<file path="src/rtl/pipe_pkg.sv">
// Shared encodings for the 5-stage pipeline sequencer.
package pipe_pkg;
   typedef enum logic [1:0] {
      RUN    = 2'd0,
      DRAIN  = 2'd1,
      HALTED = 2'd2
   } seq_state_e;

   localparam logic [5:0] OP_HALT  = 6'b111111;
   localparam logic [4:0] REG_ZERO = 5'd0;
endpackage

</file>
<file path="src/rtl/pipe_sequencer_hazard_detect.sv">
// Load-use comparator: EX load whose destination is read by the ID instruction.
module hazard_detect
   import pipe_pkg::*;
(
   input  logic [4:0] id_rs,
   input  logic [4:0] id_rt,
   input  logic       id_use_rs,
   input  logic       id_use_rt,
   input  logic       ex_memrd,
   input  logic [4:0] ex_dst,
   output logic       hazard
);
   logic w_rs_match;
   logic w_rt_match;

   assign w_rs_match = id_use_rs && (id_rs == ex_dst);
   assign w_rt_match = id_use_rt && (id_rt == ex_dst);
   // r0 is hardwired, so a load "to" r0 never produces a value worth waiting for
   assign hazard     = ex_memrd && (ex_dst != REG_ZERO) && (w_rs_match || w_rt_match);
endmodule

</file>
<file path="src/rtl/pipe_sequencer.sv">
// Pipeline sequencer: load-use stalls, branch/jump squash, halt drain/freeze.
//
// state  | meaning
// RUN    | normal issue; hazards, branches, jumps and halt handled here
// DRAIN  | halt left ID; bubbles only while EX/MEM/WB empty out
// HALTED | pipeline frozen until reset
module pipe_sequencer
   import pipe_pkg::*;
#(
   parameter int DRAIN_CYCLES = 3,
   parameter int CNT_W        = 16
)(
   input  logic             clk,
   input  logic             rst,
   input  logic [4:0]       id_rs,
   input  logic [4:0]       id_rt,
   input  logic             id_use_rs,
   input  logic             id_use_rt,
   input  logic             id_halt,
   input  logic             id_jump,
   input  logic             ex_memrd,
   input  logic [4:0]       ex_dst,
   input  logic             ex_br_taken,
   output logic             pc_en,
   output logic             ifid_en,
   output logic             ifid_flush,
   output logic             idex_flush,
   output logic             halted,
   output logic [CNT_W-1:0] stall_cnt,
   output logic [CNT_W-1:0] flush_cnt
);
   localparam int CW = (DRAIN_CYCLES > 1) ? $clog2(DRAIN_CYCLES) : 1;

   seq_state_e       r_state, w_next;
   logic [CW-1:0]    r_cnt, w_cnt_next;
   logic             r_halted;
   logic [CNT_W-1:0] r_stall_cnt, r_flush_cnt;
   logic             w_hazard, w_stall_inc, w_flush_inc;

   hazard_detect u_hazard (
      .id_rs     (id_rs),
      .id_rt     (id_rt),
      .id_use_rs (id_use_rs),
      .id_use_rt (id_use_rt),
      .ex_memrd  (ex_memrd),
      .ex_dst    (ex_dst),
      .hazard    (w_hazard)
   );

   always_ff @(posedge clk or posedge rst) begin
      if (rst) begin
         r_state     <= RUN;
         r_cnt       <= '0;
         r_halted    <= 1'b0;
         r_stall_cnt <= '0;
         r_flush_cnt <= '0;
      end else begin
         r_state  <= w_next;
         r_cnt    <= w_cnt_next;
         r_halted <= (w_next == HALTED);
         if (w_stall_inc && !(&r_stall_cnt)) r_stall_cnt <= r_stall_cnt + 1'b1;
         if (w_flush_inc && !(&r_flush_cnt)) r_flush_cnt <= r_flush_cnt + 1'b1;
      end
   end

   always_comb begin
      w_next      = r_state;
      w_cnt_next  = r_cnt;
      w_stall_inc = 1'b0;
      w_flush_inc = 1'b0;
      pc_en       = 1'b0;
      ifid_en     = 1'b0;
      ifid_flush  = 1'b0;
      idex_flush  = 1'b0;
      case (r_state)
         RUN: begin
            // a taken branch outranks everything: ID contents are wrong-path
            if (ex_br_taken) begin
               pc_en       = 1'b1;
               ifid_en     = 1'b1;
               ifid_flush  = 1'b1;
               idex_flush  = 1'b1;
               w_flush_inc = 1'b1;
            end else if (w_hazard) begin
               idex_flush  = 1'b1;
               w_stall_inc = 1'b1;
            end else if (id_halt) begin
               ifid_en     = 1'b1;
               ifid_flush  = 1'b1;
               w_next      = DRAIN;
               w_cnt_next  = CW'(DRAIN_CYCLES - 1);
            end else if (id_jump) begin
               pc_en       = 1'b1;
               ifid_en     = 1'b1;
               ifid_flush  = 1'b1;
               w_flush_inc = 1'b1;
            end else begin
               pc_en       = 1'b1;
               ifid_en     = 1'b1;
            end
         end
         DRAIN: begin
            ifid_en    = 1'b1;
            ifid_flush = 1'b1;
            idex_flush = 1'b1;
            if (r_cnt == '0) w_next = HALTED;
            else             w_cnt_next = r_cnt - 1'b1;
         end
         HALTED: ;
         default: w_next = RUN;
      endcase
      if (rst) begin
         pc_en      = 1'b0;
         ifid_en    = 1'b0;
         ifid_flush = 1'b1;
         idex_flush = 1'b1;
      end
   end

   assign halted    = r_halted && !rst;
   assign stall_cnt = r_stall_cnt;
   assign flush_cnt = r_flush_cnt;
endmodule

</file>
<file path="config.mk">
export PLATFORM = sky130hd
export DESIGN_NAME = pipe_sequencer
export DESIGN_NICKNAME = d
export VERILOG_FILES = /design/src/rtl/pipe_pkg.sv /design/src/rtl/pipe_sequencer_hazard_detect.sv /design/src/rtl/pipe_sequencer.sv
export SDC_FILE = /design/constraint.sdc
export NUM_CORES = 1
export LEC_CHECK = 0
export ABC_AREA = 1
export BUFFER_PORTS_ARGS = -buffer_cell sky130_fd_sc_hd__buf_2
export CORE_MARGIN = 5
export CORE_UTILIZATION = 49
export DETAILED_ROUTE_END_ITERATION = 10
export GPL_TIMING_DRIVEN = 0
export PLACE_DENSITY_LB_ADDON = 0.25
export SLEW_MARGIN = 15
export SYNTH_ARGS = -nofsm -noshare
export SYNTH_HDL_FRONTEND = slang
export SYNTH_SLANG_ARGS = --single-unit
export TNS_END_PERCENT = 30
</file>
<file path="constraint.sdc">
create_clock -name clk -period 1.6 [get_ports clk]
set_clock_uncertainty 0.15 [all_clocks]
set_input_delay 0.16 -clock clk [delete_from_list [all_inputs] [get_ports clk]]
set_output_delay 0.16 -clock clk [all_outputs]
set_load 0.005 [all_outputs]
</file>
* Word level (Yosys, flattened, before mapping)
Cells that the tools add are included.
** Word-level totals
- Register bits after elaboration :: 37
- Bits of input ports :: 23
- Output and inout bits :: 37
- Logic and storage cells :: 70
** Operators by class
- $add $sub $neg :: 3
- Mux-type cells :: 35
- Equality and inequality tests :: 9
- Reductions and logical operators :: 18
** Operators by type and width (number)
- 16-bit by 1-bit adder with 16-bit output, second input constant :: 2
- 16-bit AND reduction :: 2
- 1-bit two-way mux :: 22
- 2-bit two-way mux :: 8
- 5-bit equality test :: 2
- 2-bit != test, second input constant :: 4
- 1-bit logical AND :: 7
- 1-bit one-hot mux with 2 select lines :: 3
- 2-bit one-hot mux with 3 select lines :: 1
- 5-bit AND reduction :: 1
- 5-bit nonzero test :: 1
- 2-bit equality test, second input constant :: 2
- 2-bit logical NOT :: 2
- 2-bit one-hot mux with 2 select lines :: 1
- 1-bit logical NOT :: 3
- 2-bit by 1-bit equality test with 1-bit output, second input constant :: 1
- 2-bit nonzero test :: 1
- 2-bit by 1-bit subtractor with 2-bit output, second input constant :: 1
- 1-bit logical OR :: 1

* Logic depth before layout (Yosys ltp)
Gate-level depths: netlist of the first run.
- Depth in word-level cells :: 8
- Mapped depth :: 11
- Mapped depth without buffers :: 11

* Hierarchy
A second synthesis of the first run with hierarchy kept.
** Unflattened totals
- Cell total of the unflattened synthesis :: 389
- Area, all modules :: 2536.2 um^2
** By module, submodules not included
- pipe_sequencer :: seq. area each 925.9 um^2, area each 2319.7 um^2, instances 1, cells each 334
- hazard_detect :: seq. area each 0.0 um^2, area each 216.5 um^2, instances 1, cells each 55

* Least setup slack after synthesis of the first run
OpenSTA, ideal clock, no wires.
- Path kind :: register to register
- From :: register r_flush_cnt[0] (netlist: flush_cnt[0])
- To :: register r_flush_cnt[7] (netlist: flush_cnt[7])
- Stages on the path, launching flop included :: 10
- Period minus slack after synthesis :: 1.817 ns
- Data required time :: 1.333 ns
- Arrival :: 1.550 ns
- Buffers on the path :: 2
- Setup time :: 0.117 ns
- Setup slack :: -0.217 ns
- Cells stage by stage :: dfrtp_1 ha_1 nand3_2 nor2_4 nand4_1 nand2b_1 buf_6 buf_2 nand4_1 nand2_1
** Between the ends
- Word-level cells in the longest chain between the ends :: 3
- Elaborated cells between the ends (all ways) :: 4
- Classes of those cells :: add/sub: 1; reduce/logical: 3
** Ends and longest elaborated chain
- start, declared :: RTL line pipe_sequencer.sv:37 : logic [CNT_W-1:0] r_stall_cnt, r_flush_cnt;
- start signal, assigned :: RTL line pipe_sequencer.sv:62 : if (w_flush_inc && !(&r_flush_cnt)) r_flush_cnt <= r_flush_cnt + 1'b1;
- branches (longest 3 deep; another with 16-bit by 1-bit adder with 16-bit output)
Several ways; the timed one is not identified.
A chain may end at the register's enable or synchronous reset.

* Final worst setup path of the first run
- From :: register r_flush_cnt[1] (netlist: flush_cnt[1])
- To :: register r_flush_cnt[9] (netlist: flush_cnt[9])
Same word-level chain as after synthesis.

==> impl_results.md, run 1 <==
* Netlist Area Pre-Place at 0.002519 mm²
* DRC Markers at 0
* Mapped Cells at 366
* Placed inst area at 0.002977 mm²
* Power per Cell Area at 530.4 mW/mm²
* Grt met3 use at 4.605%
* # clock sinks at 37
* Antenna diodes at 0
* Routed WL per cell at 13.60 µm
* CP Launch Type: flop
* Num rows at 26
* Minimum clock period at 1.708 ns
* Skew-Pair Late Insertion Delay at 0.29 ns
* Num CTS Buffers at 5
* Cells along the critical path: ha_4, nand3_4, nor2_4, nand4_1, nand2b_4, nand3_4, buf_8, nand2_2, nand2_2
* Die area at 0.006674 mm²
* Final worst slack at -0.1082 ns
* Non-Filler Instances at 535
* IO Port Bufs at 59
* Final core occ at 70.42%
* Max Cap Viol at 0
* CTS Buffer Depth at 2
* Synth cell types at 24
* Hold Worst Slack at 0.1394 ns
* Via count at 2682
* Nature of the critical path endpoint: flop
* RePlAce Congestion at 0.9022
* Hold WC Path Type: in -> reg
* Via density at 5.013
* CORE AREA at 0.005042 mm²
* CP bufs+invs at 1
* Synth warnings at 0
* Synth area leader: dfrtp_1
* R2R cell count at 9
* Final-stage net count at 491
* Layout cells sized above 1 at 37.63%
* H-tree depth at 2
* Final setup viols at 33
* P&R area growth vs syn at 40.98%
* Levels on crit path at 9
* Worst Path Required at 1.68 ns
* RSZ-0062 raised after global routing: true
* Starting Density at 49.95%
* Ports at 60
* Antenna Nets Post-Route at 0
* Status: complete, but fails checks
* WHS Path Cells at 4
* Initial DRC Count at 160
* Cell family with most CP delay: simple AND/OR/NAND/NOR gates
* Dpl ws at -0.3481 ns
* LEAKAGE at 1.921 nW
* Max Clock Freq at 0.5854 GHz
* Met2 GRT Util at 37.79%
* Worst-margin pin slew at 0.6230 ns
* Power consumption at 1.884 mW
* Crit-path max cell delay at 0.39 ns
* Antenna violations before repair at 0
* DR pass1 iterations at 4
* Vias in the first global route at 2540
* Design area at 0.003551 mm²
* Die Span X at 81.70 µm
* Placed Cells at 496
* Wire length of the first global-routing pass at 11500 µm
* Max_slew headroom at 58.33%
* Syn nets at 392
* Busiest layer in global routing: met2
* Clk pin slew, worst setup/hold paths at 0.08 ns
* Sequential element share of the synthesized area at 36.76%
* Fin crit share at 106.8%
* Die height at 81.70 µm
* DPL Wire Length at 4786 µm
* Final Hold Fails at 0
* Violated checks: setup timing
* Final WL at 7276 µm
* Syn avg cell area at 6.882 µm²
* Global-route usage over all layers at 22.27%
* Largest net degree at the start of global routing at 25
* CP Max Fanout at 5
* Count of pins over their slew limit at 0
* M1 GR Usage at 29.00%
* Setup_tns at -1.397 ns
* CP Class: reg -> reg
* CTS root buf: clkbuf_8
* Post-synth top area share at 36.76%
* Synth Register Bits at 37
* Slowest cell on crit path: dfrtp_2
* Top cells by area, synth: dfrtp_1 (37%), nand2_1 (21%), xor2_1 (8.0%)
* TritonCTS clock tree: done
* CP arrival at 1.79 ns
* Max IR drop VDD at 0.6260 mV
* Leftover overflow at the end of global routing at 0
## registers in the layout, summed over array words and instances (netlist names)
name       flops
r_state        2
r_halted       1
r_cnt          2
stall_cnt     16
flush_cnt     16
## cell usage in the layout, fill, tap and decap left out, types with 2 or more instances in the layout
cell and count:
inv_1 43, xnor2_1 3, nand4_1 21, buf_6 10, nor2_1 25, buf_16 2, nor3_1 7, inv_2 7
dlygate4sd3_1 2, nand2_2 27, dfrtp_2 10, clkbuf_8 5, nand3_1 18, buf_2 59, o21ai_1 9, nor3_4 2
buf_4 26, nor2_2 6, nor2_4 3, o21ai_2 4, nand2_1 110, xor2_1 23, ha_4 2, nand3_4 3
dfrtp_1 27
## final timing paths
check                              startpoint       endpoint  slack [ns]
worst max-delay path             flush_cnt[1]   flush_cnt[9]       -0.11
worst min-delay path              ex_br_taken     r_state[0]        0.14
worst max register to register   flush_cnt[1]   flush_cnt[9]       -0.11
worst min register to register  flush_cnt[13]  flush_cnt[13]        0.36
max in group asynchronous                 rst   flush_cnt[0]        0.46
min in group asynchronous                 rst   flush_cnt[6]        0.40
## logic make-up (layout without fill, tap and decap cells)
| group | Yosys count | after routing | synth area share (%) |
|---|---|---|---|
| and+or+nand+nor | 228 | 228 | 39.49 |
| buffers and inverters | 58 | 157 | 9.985 |
| DFF | 37 | 37 | 36.76 |
| xor gates and xnor gates | 26 | 26 | 9.041 |
| AOI/OAI and AO/OA | 14 | 14 | 3.229 |
| adders and majority gates | 3 | 3 | 1.490 |
## where the power goes
part / leakage [nW] / switching, mW / internal, mW
Combinational: 1.43 / 0.0942 / 0.0646
Clock: 0.0540 / 0.330 / 0.453
Sequential: 0.441 / 0.00394 / 0.938
Total: 1.92 / 0.428 / 1.46
## area by class of cell
| class | count | area [µm²] |
|---|---|---|
| Buffer | 7 | 82.58 |
| Clock buffer | 5 | 68.82 |
| Clock inverter | 2 | 35.03 |
| Fill cell | 420 | 1491 |
| Inverter | 50 | 187.7 |
| Multi-Input combinational cell | 271 | 1540 |
| Sequential cell | 37 | 938.4 |
| Tap cell | 70 | 87.58 |
| Timing Repair Buffer | 93 | 610.6 |
## timing repair
action                                  CTS  global route
resized for setup                        28            43
setup buffers                            25             4
pin swaps                                11             8
hold buffers                              2             0
endpoints found under the setup margin   35            36
cloned                                    1             1
endpoints found under the hold margin    13             0
## cell usage after synthesis
cell type	number
nand2_1	138
inv_1	45
dfrtp_1	37
nor2_1	32
xor2_1	23
nand4_1	21
nand3_1	19
o21ai_1	12
nor3_1	10
inv_2	5
buf_2	3
buf_4	3
ha_1	3
xnor2_1	3
nand3_2	2
nor2_4	2
a21oi_4	1
buf_6	1
buf_8	1
nand2b_1	1
nand3_4	1
nand3b_1	1
nor4_1	1
o21ai_0	1
## metal layers
layer	up-vias	wire, µm
li1	1349	-
met1	1236	3144
met2	84	3609
met3	13	416
met4	0	106
met5	-	0
## worst min-delay path, stage by stage
cell and delay (ns):
buf_2 0.11, nor2_1 0.07, nand3_1 0.12, nand2_1 0.08
Note: power is estimated with default switching activity, not from simulation.
==> run 2, diff against run 1 <==
==> constraint.sdc (replaced) <==
create_clock -name clk -period 1.6 [get_ports clk]
set_clock_uncertainty 0.15 [all_clocks]
set_input_delay 0 -clock clk [delete_from_list [all_inputs] [get_ports clk]]
set_output_delay 0 -clock clk [all_outputs]
set_load 0.005 [all_outputs]
==> run 2 against run 1 <==
Maximum frequency is 2.6% lower. The flow still finishes with violations (setup timing). Power is 0.49% lower. Utilization is 2.6 points lower. Combinational power is 5% lower. Clock power hardly changed. Final area is 3.7% lower. Largest power group unchanged. Non-clock buffer count is 10 lower.
==> impl_results.md, run 2 (synthesis gave the netlist of run 1 again) <==
* CTS Buffer Depth at 2
* DR pass1 iterations at 4
* Final Hold Fails at 0
* Antenna violations before repair at 0
* Via density at 4.983
* WL met1 at 2975 µm
* Worst Setup SP: flush_cnt[1]
* Die Span X at 81.70 µm
* Max IR drop VDD at 0.6316 mV
* Met2 WL post-DR at 3390 µm
* Final-stage net count at 481
* Die area at 0.006674 mm²
* Most frequent cells in the layout: nand2_1 (124), buf_2 (59), inv_1 (43)
* Via count at 2616
* P&R area growth vs syn at 35.77%
* Max Cap Viol at 0
* Max Clock Freq at 0.5703 GHz
* Filler instances at 447
* IO Port Bufs at 59
* Num rows at 26
* Reg2Reg Launch Point: flush_cnt[1]
* R2R cell count at 10
* Most common cell after layout, fill and taps aside: nand2_1
* DRC Markers at 0
* RSZ-0062 raised after global routing: true
* CP arrival at 1.79 ns
* H-tree depth at 2
* Fin crit share at 109.6%
* CP Launch Type: flop
* Skew-Pair Late Insertion Delay at 0.29 ns
* Global-route usage over all layers at 21.99%
* Initial DRC Count at 138
* Final worst slack at -0.1535 ns
* # clock sinks at 37
* TritonCTS clock tree: done
* Minimum clock period at 1.753 ns
* RePlAce Congestion at 0.9022
* Worst-margin pin slew at 0.3853 ns
* Largest net degree at the start of global routing at 25
* Antenna diodes at 0
* Leftover overflow at the end of global routing at 0
* Footprint of the multi-input gates at 0.001489 mm²
* Register Area at 939.7 µm²
* Antenna Nets Post-Route at 0
* Dpl ws at -0.2964 ns
* CORE AREA at 0.005042 mm²
* Vias in the first global route at 2493
* Final setup viols at 32
* Wire length of the first global-routing pass at 11430 µm
* R2R Path End: flush_cnt[11]
* Starting Density at 49.95%
* Top sig layer: met4
* Status: complete, but fails checks
* Violated checks: setup timing
* CTS root buf: clkbuf_8
* Hold Worst Slack at 0.02228 ns
* Hold WC Path Type: in -> reg
* DPL Wire Length at 4786 µm
* CP Max Fanout at 5
* Count of pins over their slew limit at 0
* Num CTS Buffers at 5
* Clk pin slew, worst setup/hold paths at 0.08 ns
* LEAKAGE at 1.864 nW
* Flop2flop setup slack at -0.15 ns
* Power per Cell Area at 548.1 mW/mm²
* Critical Path End: flush_cnt[11]
* Nature of the critical path endpoint: flop
* Die height at 81.70 µm
* Final WL at 6846 µm
* Routed length on met3 at 415 µm
* Max_slew headroom at 74.28%
* Ports at 60
* Worst Path Required at 1.64 ns
* Routed WL per cell at 13.04 µm
* CP Class: reg -> reg
* Layout cells sized above 1 at 32.31%
run 2: worst min-delay path by stage:
stage,startpoint,endpoint,slack [ns],depth (start not counted)
global route,id_halt,r_state[0],0.07,5
detailed placement,rst,flush_cnt[4],-0.13,2
CTS,id_halt,r_state[0],0.01,5
floorplan,rst,halted,-0.12,1
finish,id_halt,r_state[0],0.02,5
global placement,rst,halted,0.1,3
run 2: per-layer routing:
| metal | up-vias | global-route usage (%) |
|---|---|---|
| met1 | 1211 | 29.41 |
| met2 | 71 | 36.40 |
| met5 | - | 0 |
| met3 | 7 | 4.715 |
| li1 | 1327 | - |
| met4 | 0 | 5.316 |
run 2: critical path: stages, from the launching register on:
cell	delay (ns)
dfrtp_2	0.43
ha_4	0.18
nand3_4	0.07
nor2_4	0.04
nand4_1	0.09
nand2b_4	0.19
nand3_4	0.11
buf_12	0.15
buf_8	0.13
nand2_1	0.05
nand2_1	0.05
run 2: area by class of cell:
cell class / count / area share, %
inverters: 50 / 5.488
clock inverters: 2 / 1.025
flip-flops and latches: 37 / 27.48
plain buffers: 7 / 2.415
clock buffers: 5 / 2.012
well taps: 70 / 2.561
multi-input cells: 271 / 43.54
repair buffers: 83 / 15.48
run 2: what timing repair did:
item | in CTS | in global routing
pin swaps | 7 | 5
cloned | 1 | 0
hold buffers | 2 | 0
gates resized for setup | 28 | 21
endpoints found under the setup margin | 33 | 34
buffers inserted | 18 | 3
endpoints found under the hold margin | 38 | 0
run 2: power breakdown:
part / internal [mW] / switching (mW)
registers: 0.938 / 0.00397
logic: 0.0617 / 0.0895
clock network: 0.453 / 0.328
total: 1.45 / 0.422
run 2: per-stage QoR:
| stage | util (%) | cell area [µm²] | cells | power, mW | setup TNS (ns) |
|---|---|---|---|---|---|
| floorplan | - | 2566 | 366 | 1.035 | -1.751 |
| global placement | 58.49 | 2949 | 495 | 1.089 | -8.688 |
| detailed placement | 59.03 | 2977 | 496 | 1.102 | -7.704 |
| CTS | 66.58 | 3357 | 523 | 1.887 | -1.245 |
| global route | 67.82 | 3420 | 525 | 1.961 | -4.426 |
| finish | 67.82 | 3420 | 525 | 1.874 | -1.622 |
==> run 3, diff against run 2 <==
Settings changed: CELL_PAD_IN_SITES_DETAIL_PLACEMENT from default to 1, CELL_PAD_IN_SITES_GLOBAL_PLACEMENT from default to 1, CORE_UTILIZATION 49 to 34.
==> run 3 against run 2 <==
The run still ends with setup timing left. Sequential power about the same. Flip-flop and latch count unchanged. Final cell count grew 7.8%. Global-route usage fell by 3.0 points. First-iteration DRC count down 30%. Sequential share of layout area down 1.3 points. Clock power decreased by 15%. Largest power group unchanged.
==> impl_results.md, run 3 (synthesis gave the netlist of run 1 again) <==
* Power per Cell Area at 492.6 mW/mm²
* Count of pins over their slew limit at 0
* Skew-Pair Late Insertion Delay at 0.30 ns
* Clk pin slew, worst setup/hold paths at 0.08 ns
* DR pass1 iterations at 4
* P&R area growth vs syn at 41.98%
* H-tree depth at 2
* Clock power frac at 37.6%
* Nature of the critical path endpoint: flop
* Status: complete, but fails checks
* Switching Share at 25.54%
* Minimum clock period at 1.717 ns
* Final core occ at 49.57%
* Layout cells sized above 1 at 35.55%
* Global-route usage over all layers at 19.02%
* CP Max Fanout at 5
* Sequential Power Share at 53.5%
* CP Class: reg -> reg
* Die area at 0.009229 mm²
* IO Port Bufs at 59
* Setup_tns at -1.121 ns
* Max Cap Viol at 0
* Worst-margin pin slew at 0.3284 ns
* Via density at 4.841
* CORE AREA at 0.007214 mm²
* DRC Markers at 0
* Placed inst area at 0.003005 mm²
* Worst Path Required at 1.64 ns
* Leftover overflow at the end of global routing at 0
* Ports at 60
* P_sw at 0.4499 mW
* Largest net degree at the start of global routing at 29
* Internal power at 1.312 mW
* DPL Wire Length at 5708 µm
* Die Span X at 96.07 µm
* Violated checks: setup timing
* TritonCTS clock tree: done
* Initial DRC Count at 96
* Hold Worst Slack at 0.007110 ns
* Max Clock Freq at 0.5823 GHz
* CTS Buffer Depth at 2
* Flop2flop setup slack at -0.12 ns
* Fin crit share at 107.3%
* RSZ-0062 raised after global routing: true
* Hold WC Path Type: in -> reg
* CTS root buf: clkbuf_8
* Max_slew headroom at 77.94%
* Antenna Nets Post-Route at 0
* Most common cell after layout, fill and taps aside: nand2_1
* CP Launch Type: flop
* Starting Density at 34.91%
* Antenna violations before repair at 0
* Die height at 96.07 µm
* LEAKAGE at 1.922 nW
* Final setup viols at 28
* RePlAce Congestion at 0.8689
* Final worst slack at -0.1174 ns
* Num rows at 31
* # clock sinks at 37
* Final-stage net count at 492
* CP arrival at 1.76 ns
* Antenna diodes at 0
* Final WL at 8539 µm
* Combinational Power Share at 8.9%
* Most frequent cells in the layout: nand2_1 (115), buf_2 (59), inv_1 (43)
* Vias in the first global route at 2777
* Routed WL per cell at 15.09 µm
* Design area at 0.003576 mm²
* Num CTS Buffers at 5
* Max IR drop VDD at 0.2686 mV
* Final Hold Fails at 0
* Wire length of the first global-routing pass at 13630 µm
* Via count at 2740
-- run 3: changes by cell type in the layout (fill, tap and decap cells not counted), moves of 2 or more --
cell	delta
buf_4	+12
nand2_1	-9
nand2_2	+6
dfrtp_1	+4
dfrtp_2	-4
buf_12	+3
clkbuf_1	+3
nand2_4	+3
nor2_4	+2
o21ai_1	-2
o21ai_2	+2
-- run 3: per-layer routing --
layer  GRT usage, %  wire, µm
met1          24.93      3745
met2          32.49      4366
met3          2.893       346
met4          5.095        80
met5              0         0
-- run 3: through the flow --
step           power, mW  setup slack, ns  std cells
2_1_floorplan      1.035         -0.09466        366
5_1_grt            1.845          -0.2057        566
3_3_place_gp       1.093          -0.3650        524
6_report           1.762          -0.1174        566
3_5_place_dp       1.104          -0.3781        525
4_1_cts            1.790          -0.1145        564
-- run 3: final timing paths --
check,startpoint,to,cells after the start
setup / recovery,flush_cnt[1],flush_cnt[7],10
hold / removal,ex_br_taken,r_state[0],4
setup reg to reg,flush_cnt[1],flush_cnt[7],10
hold reg to reg,flush_cnt[13],flush_cnt[13],2
max in group asynchronous,rst,flush_cnt[2],5
min in group asynchronous,rst,flush_cnt[12],3
-- run 3: worst max-delay path, cell delays in order (launching register included) --
cell and delay [ns]:
dfrtp_2 0.43, ha_4 0.17, nand3_4 0.06, nor2_4 0.04, nand4_1 0.09, nand2b_4 0.17, nand3_4 0.11, buf_12 0.15
buf_12 0.13, nand2_4 0.06, nand2_2 0.04
-- run 3: area by class of cell --
cell class                      instances  area, µm²
Multi-Input combinational cell        271       1551
Inverter                               50      187.7
Clock buffer                            8      80.08
Timing Repair Buffer                   94      618.1
Tap cell                               99      123.9
Fill cell                             957       3638
Buffer                                  7      80.08
Sequential cell                        37      934.6
-- run 3: power by group through the flow --
stage | sequential, mW | combinational [mW] | clock [mW]
2_1_floorplan | 0.960 | 0.0758 | 0
3_3_place_gp | 0.960 | 0.133 | 0
3_5_place_dp | 0.960 | 0.144 | 0
4_1_cts | 0.941 | 0.157 | 0.692
5_1_grt | 0.942 | 0.181 | 0.722
6_report | 0.942 | 0.157 | 0.663
-- run 3: what timing repair did --
| action | CTS | global route |
|---|---|---|
| cloned | 2 | 0 |
| setup endpoints to repair | 33 | 34 |
| setup buffers | 28 | 3 |
| hold buffers | 2 | 0 |
| pin swaps | 5 | 7 |
| endpoints found under the hold margin | 37 | 0 |
| gates resized for setup | 34 | 30 |
